==> src/rtl/multicycle_controller.sv <==
// -----------------------------------------------------------------------------
// multicycle_controller
//
// Control FSM for the shared single-ALU, single-memory multicycle MIPS
// datapath. The FSM runs one instruction at a time through fetch, decode,
// execute, memory and write-back. It drives every mux select, register
// enable and memory strobe of the datapath. Memory latency varies, so a
// request is held until mem_ready.
//
// Ports
//   clk        in   single clock; all state changes on the rising edge
//   rst        in   synchronous, active-high reset; forces every output to 0
//   opcode     in   instr[31:26] from the IR, valid from DECODE onward
//   zero       in   ALU zero flag (used by BRANCH)
//   mem_ready  in   memory finishes the current read/write this cycle
//   pc_en      out  PC write enable (Mealy in FETCH and BRANCH)
//   ir_en      out  IR write enable (Mealy in FETCH)
//   i_or_d     out  memory address select: 0 = PC, 1 = ALUOut
//   mem_read   out  memory read request
//   mem_write  out  memory write request
//   reg_write  out  register file write enable
//   reg_dst    out  destination select: 0 = rt, 1 = rd
//   mem_2_reg  out  write-back select: 0 = ALUOut, 1 = MDR
//   alu_src_a  out  ALU A select: 0 = PC, 1 = register A
//   alu_src_b  out  ALU B select: 0 = B, 1 = 4, 2 = simm, 3 = simm<<2
//   alu_op     out  0 = add, 1 = sub, 2 = R-type funct decode
//   pc_source  out  0 = ALU result, 1 = ALUOut, 2 = jump target
//   retire     out  one-cycle pulse in the last cycle of each instruction
//   illegal_op out  high while parked in HALT
// -----------------------------------------------------------------------------
module multicycle_controller (
    input  logic       clk,
    input  logic       rst,
    input  logic [5:0] opcode,
    input  logic       zero,
    input  logic       mem_ready,
    output logic       pc_en,
    output logic       ir_en,
    output logic       i_or_d,
    output logic       mem_read,
    output logic       mem_write,
    output logic       reg_write,
    output logic       reg_dst,
    output logic       mem_2_reg,
    output logic       alu_src_a,
    output logic [1:0] alu_src_b,
    output logic [1:0] alu_op,
    output logic [1:0] pc_source,
    output logic       retire,
    output logic       illegal_op
);

    // ---------------------------------------------------------------------
    // Opcodes the controller understands
    // ---------------------------------------------------------------------
    localparam logic [5:0] ALU_R      = 6'h00;
    localparam logic [5:0] JUMP       = 6'h02;
    localparam logic [5:0] BRANCH_EQ  = 6'h04;
    localparam logic [5:0] ADDI       = 6'h08;
    localparam logic [5:0] LOAD_WORD  = 6'h23;
    localparam logic [5:0] STORE_WORD = 6'h2B;

    // ---------------------------------------------------------------------
    // State encoding
    // ---------------------------------------------------------------------
    localparam logic [3:0] S_FETCH     = 4'd0;
    localparam logic [3:0] S_DECODE    = 4'd1;
    localparam logic [3:0] S_MEM_ADDR  = 4'd2;
    localparam logic [3:0] S_MEM_READ  = 4'd3;
    localparam logic [3:0] S_MEM_WB    = 4'd4;
    localparam logic [3:0] S_MEM_WRITE = 4'd5;
    localparam logic [3:0] S_EXECUTE   = 4'd6;
    localparam logic [3:0] S_R_WB      = 4'd7;
    localparam logic [3:0] S_ADDI_EXEC = 4'd8;
    localparam logic [3:0] S_ADDI_WB   = 4'd9;
    localparam logic [3:0] S_BRANCH    = 4'd10;
    localparam logic [3:0] S_JUMP      = 4'd11;
    localparam logic [3:0] S_HALT      = 4'd12;

    // ALU operand / operation encodings, named for readability below
    localparam logic [1:0] SRC_B_REG     = 2'd0;
    localparam logic [1:0] SRC_B_FOUR    = 2'd1;
    localparam logic [1:0] SRC_B_IMM     = 2'd2;
    localparam logic [1:0] SRC_B_IMM_SH2 = 2'd3;

    localparam logic [1:0] ALU_ADD   = 2'd0;
    localparam logic [1:0] ALU_SUB   = 2'd1;
    localparam logic [1:0] ALU_FUNCT = 2'd2;

    localparam logic [1:0] PC_ALU    = 2'd0;
    localparam logic [1:0] PC_ALUOUT = 2'd1;
    localparam logic [1:0] PC_JUMP   = 2'd2;

    logic [3:0] state_q;
    logic [3:0] state_d;

    // Opcode class flags, shared by DECODE and MEM_ADDR
    logic is_r_type;
    logic is_addi;
    logic is_beq;
    logic is_jump;
    logic is_lw;
    logic is_sw;

    assign is_r_type = (opcode == ALU_R);
    assign is_addi   = (opcode == ADDI);
    assign is_beq    = (opcode == BRANCH_EQ);
    assign is_jump   = (opcode == JUMP);
    assign is_lw     = (opcode == LOAD_WORD);
    assign is_sw     = (opcode == STORE_WORD);

    // ---------------------------------------------------------------------
    // State register
    // ---------------------------------------------------------------------
    // NOTE: sequential state uses non-blocking assignment so every flop
    // samples the pre-edge value; blocking here would create ordering races.
    always_ff @(posedge clk) begin
        if (rst) begin
            state_q <= S_FETCH;
        end else begin
            state_q <= state_d;
        end
    end

    // ---------------------------------------------------------------------
    // Next-state logic
    // ---------------------------------------------------------------------
    // NOTE: every combinational output gets a default before the case so no
    // path leaves it unassigned, which would otherwise infer a latch.
    always_comb begin
        state_d = state_q;
        case (state_q)
            S_FETCH: begin
                if (mem_ready) begin
                    state_d = S_DECODE;
                end
            end

            S_DECODE: begin
                if (is_r_type) begin
                    state_d = S_EXECUTE;
                end else if (is_addi) begin
                    state_d = S_ADDI_EXEC;
                end else if (is_beq) begin
                    state_d = S_BRANCH;
                end else if (is_jump) begin
                    state_d = S_JUMP;
                end else if (is_lw || is_sw) begin
                    state_d = S_MEM_ADDR;
                end else begin
                    state_d = S_HALT;
                end
            end

            // Opcode is looked at again to split loads from stores; anything
            // else arriving here means the IR changed underneath us, so park.
            S_MEM_ADDR: begin
                if (is_lw) begin
                    state_d = S_MEM_READ;
                end else if (is_sw) begin
                    state_d = S_MEM_WRITE;
                end else begin
                    state_d = S_HALT;
                end
            end

            S_MEM_READ: begin
                if (mem_ready) begin
                    state_d = S_MEM_WB;
                end
            end

            S_MEM_WRITE: begin
                if (mem_ready) begin
                    state_d = S_FETCH;
                end
            end

            S_EXECUTE:   state_d = S_R_WB;
            S_ADDI_EXEC: state_d = S_ADDI_WB;

            S_MEM_WB,
            S_R_WB,
            S_ADDI_WB,
            S_BRANCH,
            S_JUMP:      state_d = S_FETCH;

            // HALT is sticky; only rst leaves it.
            S_HALT:      state_d = S_HALT;

            // Unused encodings are treated as a fault.
            default:     state_d = S_HALT;
        endcase
    end

    // ---------------------------------------------------------------------
    // Output decode
    //   Moore outputs depend on state only. ir_en, pc_en and retire also
    //   follow mem_ready / zero in the same cycle. While rst is high every
    //   output is held at 0, so an in-flight request is dropped at once.
    // ---------------------------------------------------------------------
    always_comb begin
        pc_en      = 1'b0;
        ir_en      = 1'b0;
        i_or_d     = 1'b0;
        mem_read   = 1'b0;
        mem_write  = 1'b0;
        reg_write  = 1'b0;
        reg_dst    = 1'b0;
        mem_2_reg  = 1'b0;
        alu_src_a  = 1'b0;
        alu_src_b  = SRC_B_REG;
        alu_op     = ALU_ADD;
        pc_source  = PC_ALU;
        retire     = 1'b0;
        illegal_op = 1'b0;

        if (!rst) begin
            case (state_q)
                // Read the instruction at PC and compute PC+4 in parallel.
                // Both IR and PC update only on the cycle memory answers.
                S_FETCH: begin
                    mem_read  = 1'b1;
                    i_or_d    = 1'b0;
                    alu_src_a = 1'b0;
                    alu_src_b = SRC_B_FOUR;
                    alu_op    = ALU_ADD;
                    pc_source = PC_ALU;
                    ir_en     = mem_ready;
                    pc_en     = mem_ready;
                end

                // Compute the branch target into ALUOut speculatively.
                S_DECODE: begin
                    alu_src_a = 1'b0;
                    alu_src_b = SRC_B_IMM_SH2;
                    alu_op    = ALU_ADD;
                end

                S_MEM_ADDR: begin
                    alu_src_a = 1'b1;
                    alu_src_b = SRC_B_IMM;
                    alu_op    = ALU_ADD;
                end

                S_MEM_READ: begin
                    mem_read = 1'b1;
                    i_or_d   = 1'b1;
                end

                S_MEM_WB: begin
                    reg_write = 1'b1;
                    reg_dst   = 1'b0;
                    mem_2_reg = 1'b1;
                    retire    = 1'b1;
                end

                // A store ends in the cycle its write completes.
                S_MEM_WRITE: begin
                    mem_write = 1'b1;
                    i_or_d    = 1'b1;
                    retire    = mem_ready;
                end

                S_EXECUTE: begin
                    alu_src_a = 1'b1;
                    alu_src_b = SRC_B_REG;
                    alu_op    = ALU_FUNCT;
                end

                S_R_WB: begin
                    reg_write = 1'b1;
                    reg_dst   = 1'b1;
                    mem_2_reg = 1'b0;
                    retire    = 1'b1;
                end

                S_ADDI_EXEC: begin
                    alu_src_a = 1'b1;
                    alu_src_b = SRC_B_IMM;
                    alu_op    = ALU_ADD;
                end

                S_ADDI_WB: begin
                    reg_write = 1'b1;
                    reg_dst   = 1'b0;
                    mem_2_reg = 1'b0;
                    retire    = 1'b1;
                end

                // Compare A-B; the target waiting in ALUOut is taken only
                // when the subtraction is zero.
                S_BRANCH: begin
                    alu_src_a = 1'b1;
                    alu_src_b = SRC_B_REG;
                    alu_op    = ALU_SUB;
                    pc_source = PC_ALUOUT;
                    pc_en     = zero;
                    retire    = 1'b1;
                end

                S_JUMP: begin
                    pc_source = PC_JUMP;
                    pc_en     = 1'b1;
                    retire    = 1'b1;
                end

                S_HALT: begin
                    illegal_op = 1'b1;
                end

                default: begin
                    illegal_op = 1'b0;
                end
            endcase
        end
    end

endmodule
==> config.mk <==
export PLATFORM = sky130hd
export DESIGN_NAME = multicycle_controller
export DESIGN_NICKNAME = d
export VERILOG_FILES = /design/src/rtl/multicycle_controller.sv
export SDC_FILE = /design/constraint.sdc
export NUM_CORES = 1
export LEC_CHECK = 0
export CAP_MARGIN = 20
export CORE_UTILIZATION = 35
export CTS_CLUSTER_SIZE = 40
export DETAILED_ROUTE_END_ITERATION = 6
export GPL_TIMING_DRIVEN = 1
export PLACE_DENSITY = 0.68
export RECOVER_POWER = 25
export SYNTH_ARGS = -nofsm -noshare
export SYNTH_HDL_FRONTEND = slang
export SYNTH_SLANG_ARGS = --single-unit
==> constraint.sdc <==
create_clock -name clk -period 1.7 [get_ports clk]
set_input_delay 0.255 -clock clk [delete_from_list [all_inputs] [get_ports clk]]
set_output_delay 0.255 -clock clk [all_outputs]
set_load 0.05 [all_outputs]
==> results.ini <==
[status]
status=finished with violations
violations=negative setup slack

[timing]
max_freq_ghz=0.583
period_minus_slack_ns=1.71
min_period_over_period=1.01
setup_tns_ns=-0.0140
worst_slack_ns=-0.0140
tightestPinTransition_ns=0.422
rsz0062_at_grt=yes
clock_skew_ns=0.00398
setup_viol=1
drv_slew=0
worst_slew_margin_rel=0.715
timing.hold.ws_ns=0.670
hold_viol=0

[grt]
global_route.usage.met3=0.0286
track_usage=0.264
grt-ovfl-total=0
busiest_layer=met2
grtUsageMet1=0.310
grt_use_met2=0.468
grt_max_degree=11
antenna_found_initial=0
grt_pass1_vias=945
grt_pass1_wl_um=4000

[synthesis]
async_reset_ff_frac=0
synth_cell_types=40
ys_ff_latch=4
synth_fp_nets=107
yosysSeqAreaShare=0.126
syn_area_um2=637
avgSynthCellArea_um2=6.57
synth_edf_count=0
ys.flop_type=dfxtp_1
synthCells=97
ys.warnings.count=0

[route]
vias_per_cell=5.73
drtAntennaViolNets=0
vias=979
drt_pass1_iterations=4
drc=0
wirelength_um=2730
drt_iter0_markers=41
avgRoutedWirePerCell_um=15.9

[cells_and_area]
regMostFlops=state_q
num-nets-final=158
multi_input_area_um2=602
regArea_um2=90.1
num-fill-cells=99
area_growth_pct=126
antenna_cells=0
largest_reg_flops=4
utilization=0.842
drive_gt1_frac=0.555
top_regs=state_q x4

[setup_path]
path_max_fanout=7
crit_arrival_ns=1.46
crit_type=flip-flop to output pin
cp-end-kind=output pin
cp.required_ns=1.44
start_kind=flip-flop

[cts]
cts.clk_slew.worst_paths_ns=0.04
cts_tree=yes
clk_latency_ns=0.23
cts_hold_buf=0
clk_path_buf_depth=2
cts_sinks=4
cts_buffers=3
htree_num_levels=1
cts_root_buf=clkbuf_4

[place]
place_ws_ns=-0.207
place_congestion=0.862
post-dp-hpwl_um=1990
io_buffer_count=26

[floorplan]
ios=27
die_w_um=44.7
core_area_mm2=0.00171
die_height_um=44.7
rows=15
die-area_mm2=0.00199
start_util=0.373

[pwr]
p_per_area_mw_per_mm2=1350
vdd_ir_drop_max_mv=0.800
total_power_mw=1.94
leakage_nw=0.594

[job]
maxCapViolCount=0

[min_path]
hold_path.class=input pin to flip-flop

==> cell usage after synthesis (2+ instances only) <==
| cell | n | area [um2] |
|---|---|---|
| xnor2_1 | 3 | 26.3 |
| nand2b_1 | 2 | 12.5 |
| dfxtp_1 | 4 | 80.1 |
| a21oi_1 | 6 | 30.0 |
| nor2b_1 | 3 | 18.8 |
| o31ai_1 | 2 | 15.0 |
| inv_1 | 5 | 18.8 |
| o21ai_0 | 3 | 15.0 |
| and3_1 | 3 | 18.8 |
| buf_4 | 2 | 15.0 |
| clkbuf_1 | 3 | 11.3 |
| nor4_1 | 4 | 25.0 |
| buf_2 | 4 | 20.0 |
| nor2_1 | 12 | 45.0 |
| nor3_1 | 7 | 35.0 |
| nor4b_1 | 2 | 17.5 |
| a22oi_1 | 2 | 15.0 |
| nand3_1 | 2 | 10.0 |
| o311ai_0 | 3 | 26.3 |
| nand2_1 | 5 | 18.8 |
==> cell families (layout without fill, tap and decap cells) <==
group	Yosys count	after routing	share of synthesized area
AND/OR/NAND/NOR	49	49	0.430
AO/OA/AOI/OAI	25	25	0.277
buffers and inverters	16	65	0.126
flip-flops	4	4	0.126
XOR/XNOR	3	3	0.0413
==> final timing paths <==
kind              startpoint         end  slack [ns]  depth (start not counted)
hold / removal           rst  state_q[0]        0.67                          3
setup reg to reg  state_q[0]  state_q[3]        0.14                          5
hold reg to reg   state_q[0]  state_q[0]        0.72                          3
setup / recovery  state_q[0]       pc_en       -0.01                          4
==> placed cells by master, fill, tap and decap left out, types with 3 or more instances in the layout <==
cell type / instances
buf_4: 30
buf_12: 16
clkdlybuf4s50_1: 8
nor2_1: 7
nand2_1: 5
a21oi_1: 5
nor2_2: 4
inv_1: 4
nor3_2: 3
and3_1: 3
o311ai_0: 3
clkbuf_4: 3
==> per-stage QoR <==
step           cells  area [um2]
6_report         171        1440
5_1_grt          171        1440
4_1_cts          166        1350
3_5_place_dp     163        1300
3_3_place_gp     163        1300
2_1_floorplan     97         722
==> layout make-up <==
class                           instances  area share
Clock buffer                            3      0.0157
Inverter                                5      0.0157
Multi-Input combinational cell         77       0.418
Sequential cell                         4      0.0626
Tap cell                               25      0.0217
Timing Repair Buffer                   57       0.466
==> critical path, stage by stage (launching register included) <==
cell	delay (ns)
dfxtp_2	0.42
clkinvlp_4	0.22
and4_4	0.22
o21bai_2	0.20
buf_12	0.16
==> timing repair <==
| action | CTS | global route |
|---|---|---|
| endpoints found under the setup margin | 17 | 11 |
| gates resized for setup | 12 | 11 |
| buffers inserted | 0 | 5 |
| pin swaps | 4 | 1 |
==> metal layers <==
layer	vias to the layer above	part of all wire	wire length [um]
li1	465	-	-
met1	463	0.39	1060
met2	44	0.55	1510
met3	7	0.044	121
met4	0	0.012	34
met5	-	0	0
==> report_power, final <==
part | switching (mW) | internal (mW)
clock | 0.0397 | 0.0791
combinational | 0.803 | 0.776
sequential | 0.104 | 0.139
Power figures use the tool's default switching activity.
